`src/rtl/call_dispatcher.sv`:
```
// call_dispatcher: front-end call conditioner and dispatcher for the elevator
// movement controller. Synchronises and debounces three call switches, latches
// pending calls, issues one buttonN pulse at a time and confirms arrival from
// the controller's floor/door/moving status before clearing the call.
// Optional build macro: CALL_CANCEL_EN (repeat press on a pending, non
// in-flight floor cancels that call).
module call_dispatcher #(
    parameter int unsigned DEBOUNCE_CYCLES = 16,
    parameter int unsigned PULSE_CYCLES    = 4,
    parameter int unsigned TIMEOUT_CYCLES  = 1024,
    parameter int unsigned HOLD_CYCLES     = 8
) (
    input  logic       clk,
    input  logic       rst_n,
    input  logic [2:0] call_in,
    input  logic       floor1,
    input  logic       floor2,
    input  logic       floor3,
    input  logic       door,
    input  logic       moving,
    input  logic       sos_mode,
    output logic       button1,
    output logic       button2,
    output logic       button3,
    output logic [2:0] pending,
    output logic       busy,
    output logic       arrived,
    output logic       timeout_err
);

    localparam int unsigned DW      = $clog2(DEBOUNCE_CYCLES + 1);
    localparam int unsigned CNT_MAX = (PULSE_CYCLES > HOLD_CYCLES) ? PULSE_CYCLES : HOLD_CYCLES;
    localparam int unsigned CW      = $clog2(CNT_MAX + 1);
    localparam int unsigned TW      = $clog2(TIMEOUT_CYCLES + 1);

    localparam logic [DW-1:0] DB_LAST    = DW'(DEBOUNCE_CYCLES - 1);
    localparam logic [CW-1:0] PULSE_LAST = CW'(PULSE_CYCLES - 1);
    localparam logic [CW-1:0] HOLD_LAST  = CW'(HOLD_CYCLES - 1);
    localparam logic [TW-1:0] TMO_LAST   = TW'(TIMEOUT_CYCLES - 1);

    typedef enum logic [2:0] {
        IDLE,
        ISSUE,
        WAIT_MOVE,
        WAIT_ARRIVE,
        DOOR_HOLD
    } state_t;

    // input conditioning
    logic [2:0]    sync1;
    logic [2:0]    sync2;
    logic [2:0]    level;
    logic [DW-1:0] db_cnt [3];
    logic [2:0]    rise;

    // floor decode and target selection
    logic [2:0] floor_vec;
    logic       cur_valid;
    logic [1:0] cur_idx;
    logic [1:0] order [3];
    logic [1:0] sel;
    logic       sel_found;
    logic [2:0] sel_mask;
    logic [2:0] tgt_mask;
    logic       at_target;

    // FSM
    state_t        state;
    state_t        state_next;
    logic [1:0]    target;
    logic [1:0]    target_next;
    logic [CW-1:0] cnt;
    logic [CW-1:0] cnt_next;
    logic [TW-1:0] timer;
    logic [TW-1:0] timer_next;
    logic [2:0]    clr_mask;
    logic          arrive_evt;
    logic          timeout_evt;
    logic [2:0]    pending_next;

    assign floor_vec = {floor3, floor2, floor1};

    // Two-flop synchroniser on the raw switches
    always_ff @(posedge clk or negedge rst_n) begin
        if (!rst_n) begin
            sync1 <= '0;
            sync2 <= '0;
        end else begin
            sync1 <= call_in;
            sync2 <= sync1;
        end
    end

    // Debounce: accept a new level after DEBOUNCE_CYCLES consecutive differing samples
    always_ff @(posedge clk or negedge rst_n) begin
        if (!rst_n) begin
            level <= '0;
            for (int unsigned i = 0; i < 3; i++) begin
                db_cnt[i] <= '0;
            end
        end else begin
            for (int unsigned i = 0; i < 3; i++) begin
                if (sync2[i] == level[i]) begin
                    db_cnt[i] <= '0;
                end else if (db_cnt[i] == DB_LAST) begin
                    level[i]  <= sync2[i];
                    db_cnt[i] <= '0;
                end else begin
                    db_cnt[i] <= db_cnt[i] + 1'b1;
                end
            end
        end
    end

    // Rising edge of the accepted level, aligned with the level update
    always_comb begin
        rise = '0;
        for (int unsigned i = 0; i < 3; i++) begin
            rise[i] = sync2[i] & ~level[i] & (db_cnt[i] == DB_LAST);
        end
    end

    // Current floor index from the controller's one-hot status
    always_comb begin
        cur_valid = 1'b1;
        cur_idx   = 2'd0;
        case (floor_vec)
            3'b001:  cur_idx = 2'd0;
            3'b010:  cur_idx = 2'd1;
            3'b100:  cur_idx = 2'd2;
            default: cur_valid = 1'b0;
        endcase
    end

    // Nearest pending floor; ties go to the lower floor, unknown floor picks lowest
    always_comb begin
        order[0] = 2'd0;
        order[1] = 2'd1;
        order[2] = 2'd2;
        if (cur_valid && cur_idx == 2'd1) begin
            order[0] = 2'd1;
            order[1] = 2'd0;
            order[2] = 2'd2;
        end else if (cur_valid && cur_idx == 2'd2) begin
            order[0] = 2'd2;
            order[1] = 2'd1;
            order[2] = 2'd0;
        end
        sel       = 2'd0;
        sel_found = 1'b0;
        for (int unsigned k = 0; k < 3; k++) begin
            if (!sel_found && pending[order[k]]) begin
                sel       = order[k];
                sel_found = 1'b1;
            end
        end
        sel_mask  = 3'b001 << sel;
        tgt_mask  = 3'b001 << target;
        at_target = (floor_vec == tgt_mask) && !moving && door;
    end

    // FSM state and counter registers
    always_ff @(posedge clk or negedge rst_n) begin
        if (!rst_n) begin
            state  <= IDLE;
            target <= 2'd0;
            cnt    <= '0;
            timer  <= '0;
        end else begin
            state  <= state_next;
            target <= target_next;
            cnt    <= cnt_next;
            timer  <= timer_next;
        end
    end

    // FSM next-state, counters and event strobes
    always_comb begin
        state_next  = state;
        target_next = target;
        cnt_next    = cnt;
        timer_next  = timer;
        clr_mask    = '0;
        arrive_evt  = 1'b0;
        timeout_evt = 1'b0;
        case (state)
            IDLE: begin
                cnt_next   = '0;
                timer_next = '0;
                if (!sos_mode && pending != 3'b000) begin
                    target_next = sel;
                    if (cur_valid && sel == cur_idx && !moving) begin
                        clr_mask   = sel_mask;
                        arrive_evt = 1'b1;
                        state_next = DOOR_HOLD;
                    end else begin
                        state_next = ISSUE;
                    end
                end
            end
            ISSUE: begin
                if (cnt == PULSE_LAST) begin
                    cnt_next   = '0;
                    timer_next = '0;
                    state_next = WAIT_MOVE;
                end else begin
                    cnt_next = cnt + 1'b1;
                end
            end
            // The timeout window opens at ISSUE exit, so a car that never
            // starts moving is abandoned from here as well.
            WAIT_MOVE: begin
                if (moving || at_target) begin
                    timer_next = timer + 1'b1;
                    state_next = WAIT_ARRIVE;
                end else if (timer == TMO_LAST) begin
                    timer_next  = '0;
                    timeout_evt = 1'b1;
                    state_next  = IDLE;
                end else begin
                    timer_next = timer + 1'b1;
                end
            end
            WAIT_ARRIVE: begin
                if (at_target) begin
                    clr_mask   = tgt_mask;
                    arrive_evt = 1'b1;
                    timer_next = '0;
                    cnt_next   = '0;
                    state_next = DOOR_HOLD;
                end else if (timer == TMO_LAST) begin
                    timer_next  = '0;
                    timeout_evt = 1'b1;
                    state_next  = IDLE;
                end else begin
                    timer_next = timer + 1'b1;
                end
            end
            DOOR_HOLD: begin
                if (cnt == HOLD_LAST) begin
                    cnt_next   = '0;
                    state_next = IDLE;
                end else begin
                    cnt_next = cnt + 1'b1;
                end
            end
            default: begin
                state_next = IDLE;
            end
        endcase
        if (state != IDLE && sos_mode) begin
            state_next  = IDLE;
            cnt_next    = '0;
            timer_next  = '0;
            clr_mask    = '0;
            arrive_evt  = 1'b0;
            timeout_evt = 1'b0;
        end
    end

`ifdef CALL_CANCEL_EN
    logic [2:0] inflight;
    logic [2:0] cancel;

    // Pending update with toggle-cancel on floors other than the in-flight target
    always_comb begin
        inflight     = (state != IDLE) ? tgt_mask : 3'b000;
        cancel       = rise & pending & ~inflight;
        pending_next = ((pending | rise) & ~cancel) & ~clr_mask;
    end
`else
    // Pending update: new presses latch, repeat presses are absorbed
    always_comb begin
        pending_next = (pending | rise) & ~clr_mask;
    end
`endif

    // Pending calls and status flags
    always_ff @(posedge clk or negedge rst_n) begin
        if (!rst_n) begin
            pending     <= '0;
            arrived     <= 1'b0;
            timeout_err <= 1'b0;
        end else begin
            pending <= pending_next;
            arrived <= arrive_evt;
            if (timeout_evt) begin
                timeout_err <= 1'b1;
            end
        end
    end

    // Button and busy decode from the registered state
    always_comb begin
        {button3, button2, button1} = (state == ISSUE) ? tgt_mask : 3'b000;
        busy                        = (state != IDLE);
    end

endmodule
```
`config.mk`:
```
export PLATFORM = sky130hd
export DESIGN_NAME = call_dispatcher
export DESIGN_NICKNAME = d
export VERILOG_FILES = /design/src/rtl/call_dispatcher.sv
export SDC_FILE = /design/constraint.sdc
export NUM_CORES = 1
export LEC_CHECK = 0
export CAP_MARGIN = 20
export CORE_UTILIZATION = 55
export CTS_BUF_LIST = sky130_fd_sc_hd__clkbuf_4 sky130_fd_sc_hd__clkbuf_8 sky130_fd_sc_hd__clkbuf_16
export DETAILED_ROUTE_END_ITERATION = 7
export PLACE_DENSITY = 0.76
export RECOVER_POWER = 25
export SLEW_MARGIN = 15
export SYNTH_ARGS = -nofsm -noshare
export SYNTH_HDL_FRONTEND = slang
export SYNTH_SLANG_ARGS = --single-unit
```
`constraint.sdc`:
```
create_clock -name clk -period 2.7 [get_ports clk]
set_input_delay 0.27 -clock clk [delete_from_list [all_inputs] [get_ports clk]]
set_output_delay 0.27 -clock clk [all_outputs]
set_load 0.005 [all_outputs]
```
==> results.txt <==
----------------------------------------------------
[Logic synthesis]
  Post-synth net total ... 292
  Synthesized netlist cell count ... 273
  Number of flops mapped to enable cells by yosys ... 0
  Combined area of all synthesized cells ... 0.00263 mm2
  Share of synthesized registers carrying an async set or reset ... 100%
  Count of state elements after synthesis ... 49
  Proportion of synthesized chip area in sequential cells ... 46.6%
  Number of distinct library cells after synthesis ... 54
  Top FF cell, synth ... sky130_fd_sc_hd__dfrtp_1
  YS warnings ... 0
  Avg Synthesized Cell Area ... 9.63 um2

[Critical path]
  Arrival time of the worst setup path ... 2.11 ns
  Internal reg-to-reg setup slack ... 0.37 ns
  Destination of the worst register-to-register timing path ... state[1]
  CP startpoint ... state[0]
  Maximum fanout count along the critical path ... 13
  Required time at the worst-slack endpoint ... 2.43 ns
  CP Capture Point ... button2
  Slowest cell delay on critical path ... 0.56 ns
  Start of the worst register-to-register path ... cnt[1]
  Register-to-Register Path Depth ... 7
  Cells along the critical path ... nor3b_1 > and2_1 > clkdlybuf4s50_1
  Critical path startpoint category ... register
  Slowest stage cell, crit path ... sky130_fd_sc_hd__dfrtp_1
  Crit Path Class ... register to output pin
  Endpoint kind of the worst setup timing path ... output pin

[Floorplanning]
  Area of the die ... 0.00506 mm2
  Number of rows created at floorplan ... 24
  Initial Utilization ... 58.8%
  Die Span Y ... 71.2 um
  Number of top-level pins ... 20
  Die Wd ... 71.2 um
  Area of the core region ... 0.00447 mm2

[CTS]
  Number of CTS-inserted buffers ... 5
  CTS clk-pin slew, worst paths ... 0.08 ns
  Htree depth ... 2
  CTS tree ... yes
  Clock latency of the later-clocked register in the worst-skew pair ... 0.31 ns
  Longest Clk Path Bufs ... 2
  TritonCTS Sinks ... 49
  Clock root buffer master ... sky130_fd_sc_hd__clkbuf_8

[Global routing]
  Largest net degree at the start of global routing ... 34
  Total Routing Usage GR ... 21.3%
  Antenna violations before repair ... 0
  Vias in the first global route ... 1868
  First-pass GRT wire length ... 8480 um
  Global route overflow ... 0

[Timing]
  Max-slew violation count ... 0
  Final hold violations ... 0
  Total Negative Setup Slacks ... 0 ns
  Setup repair after global routing missed its margin ... false
  Ratio of final minimum period to clock period ... 88.1%
  Worst slew margin relative to its limit ... 33.7%
  Count of final setup violators ... 0
  Final Critical Period ... 2.38 ns
  Upper clock frequency limit ... 421 MHz
  Slew at the pin with the worst max-slew slack ... 0.994 ns
  Clock Skews ... 0.0111 ns

[Layout]
  Number of filler cells placed in the layout ... 367
  Final non-filler cell area ... 0.00293 mm2
  Share of cells above drive strength 1 ... 9.28%
  Number of diodes ... 0
  Number of nets in the finished design ... 310
  Area growth from synthesis to layout ... 11.5%

[Power and ir drop]
  Leakage power summed over all cells ... 1.29 nW
  Worst supply voltage drop on vdd ... 0.387 mV
  Cell Pwr Density ... 737 mW/mm2

[Job]
  Max Cap Violations ... 0

[Place]
  Final estimated routing congestion in global placement ... 0.852
  Placed wire-length estimate ... 3600 um
  Cell Area, Placed ... 0.00282 mm2
  Count of input and output buffers ... 19

[Route]
  Routed wire length per instance ... 14.6 um
  Top routing layer used ... met4
  Detailed-route via count ... 2026
  Initial DRC count ... 139
  DRC violation count after routing ... 0
  Wire length on met2 ... 2290 um
  Met3 wire length ... 158 um
  Detail Route Antenna Nets ... 0
  Wl on met1 ... 2490 um
  Drt first pass iters ... 6
  Routed Wire Length ... 5010 um
  Via-per-instance ratio ... 5.91

[Hold path]
  Worst hold path startpoint ... sync1[0]
  Hold crit path type ... register to register

[Status]
  Run status ... finished, final reports clean

----------------------------------------------------
[logic make-up (layout without fill, tap and decap cells)]
logic type	count (synthesis)	in the layout	share of synthesized area (%)
multiplexers	7	7	2.85
AO/OA/AOI/OAI	55	55	14.2
buffers and inverters	27	45	5.42
flip-flops	49	49	46.6
AND/OR/NAND/NOR	117	117	23.7
XOR/XNOR	10	10	3.33
adder cells (fa/ha/maj)	8	8	3.81
[placed cells by master (no fill, tap or decap), types with 4 or more instances in the layout]
cell type / Yosys / final
sky130_fd_sc_hd__dfrtp_1: 49 / 49
sky130_fd_sc_hd__nor2_1: 22 / 22
sky130_fd_sc_hd__nand2_1: 20 / 20
sky130_fd_sc_hd__nand3_1: 19 / 19
sky130_fd_sc_hd__nor3_1: 17 / 17
sky130_fd_sc_hd__inv_1: 15 / 15
sky130_fd_sc_hd__clkdlybuf4s50_1: 0 / 15
sky130_fd_sc_hd__o21ai_0: 14 / 14
sky130_fd_sc_hd__a21oi_1: 12 / 12
sky130_fd_sc_hd__ha_1: 8 / 8
sky130_fd_sc_hd__nor3b_1: 6 / 6
sky130_fd_sc_hd__xor2_1: 5 / 5
sky130_fd_sc_hd__xnor2_1: 5 / 5
sky130_fd_sc_hd__nand2b_1: 5 / 5
sky130_fd_sc_hd__a31oi_1: 5 / 5
sky130_fd_sc_hd__clkbuf_8: 3 / 5
sky130_fd_sc_hd__nor2b_1: 4 / 4
sky130_fd_sc_hd__and3b_1: 4 / 4
sky130_fd_sc_hd__mux2_2: 4 / 4
sky130_fd_sc_hd__a21o_1: 4 / 4
sky130_fd_sc_hd__dlygate4sd3_1: 0 / 4
[synthesized netlist by cell type, types with 3 or more instances]
| master | number | area (um2) |
|---|---|---|
| sky130_fd_sc_hd__a21o_1 | 4 | 30.0 |
| sky130_fd_sc_hd__a21oi_1 | 12 | 60.1 |
| sky130_fd_sc_hd__a31oi_1 | 5 | 31.3 |
| sky130_fd_sc_hd__and2_1 | 3 | 18.8 |
| sky130_fd_sc_hd__and3b_1 | 4 | 35.0 |
| sky130_fd_sc_hd__clkbuf_1 | 5 | 18.8 |
| sky130_fd_sc_hd__clkbuf_8 | 3 | 41.3 |
| sky130_fd_sc_hd__dfrtp_1 | 49 | 1230 |
| sky130_fd_sc_hd__ha_1 | 8 | 100 |
| sky130_fd_sc_hd__inv_1 | 15 | 56.3 |
| sky130_fd_sc_hd__mux2_2 | 4 | 45.0 |
| sky130_fd_sc_hd__mux2i_1 | 3 | 30.0 |
| sky130_fd_sc_hd__nand2_1 | 20 | 75.1 |
| sky130_fd_sc_hd__nand2b_1 | 5 | 31.3 |
| sky130_fd_sc_hd__nand3_1 | 19 | 95.1 |
| sky130_fd_sc_hd__nor2_1 | 22 | 82.6 |
| sky130_fd_sc_hd__nor2b_1 | 4 | 25.0 |
| sky130_fd_sc_hd__nor3_1 | 17 | 85.1 |
| sky130_fd_sc_hd__nor3b_1 | 6 | 45.0 |
| sky130_fd_sc_hd__o21ai_0 | 14 | 70.1 |
| sky130_fd_sc_hd__or4_1 | 3 | 22.5 |
| sky130_fd_sc_hd__xnor2_1 | 5 | 43.8 |
| sky130_fd_sc_hd__xor2_1 | 5 | 43.8 |
[metrics by stage]
step | setup WS, ns | power, mW | instances | utilization [%] | hold WS (ns)
final | 0.323 | 2.16 | 343 | 65.5 | 0.355
after detailed placement | 0.279 | 1.65 | 335 | 62.9 | 0.222
after floorplan | 0.583 | 1.45 | 273 | - | -0.0256
after CTS | 0.323 | 2.17 | 343 | 65.6 | 0.360
after global placement | 0.371 | 1.63 | 335 | 62.9 | 0.218
after global routing | 0.151 | 2.29 | 343 | 65.5 | 0.374
[layout make-up]
class / instances / area [um2] / share of cell area (%)
Clock buffer: 5 / 68.8 / 2.35
Clock inverter: 2 / 38.8 / 1.32
Inverter: 15 / 56.3 / 1.92
Multi-Input combinational cell: 197 / 1260 / 43.0
Sequential cell: 49 / 1230 / 41.8
Tap cell: 52 / 65.1 / 2.22
Timing Repair Buffer: 23 / 216 / 7.38
[critical path, delay by kind of cell (launching register included)]
family                 cells  cell delay, ns
AND/OR/NAND/NOR            2            0.76
buffers and inverters      1            0.49
flip-flops                 1            0.56
[how the worst min path moves through the flow]
stage                     end  slack (ns)  cells after the start
floorplan             arrived       -0.03                      0
CTS                  sync2[1]        0.36                      0
detailed placement  db_cnt[2]        0.22                      1
finish               sync2[0]        0.35                      0
global placement    db_cnt[2]        0.22                      1
global route         sync2[0]        0.37                      0
[layer usage]
metal	GRT usage, %	vias to the layer above
li1	-	1014
met1	30.5	963
met2	32.7	42
met3	4.42	7
met4	6.22	0
met5	0	-
[state kept, by name, summed over array words and instances (netlist names)]
name,count
arrived,1
cnt,4
db_cnt,15
level,3
pending,3
state,3
sync1,3
sync2,3
target,2
timeout_err,1
timer,11
[report_power, final]
part	switching [mW]	internal [mW]	leakage [nW]
registers	0.130	0.819	0.645
clock network	0.246	0.274	0.0546
logic	0.382	0.310	0.594
[repair_timing]
action,in CTS,in global routing
hold buffers,1,0
gates resized for setup,0,0
setup buffers,0,0
endpoints found under the setup margin,0,0
endpoints found under the hold margin,16,0
Power figures use the tool's default switching activity.
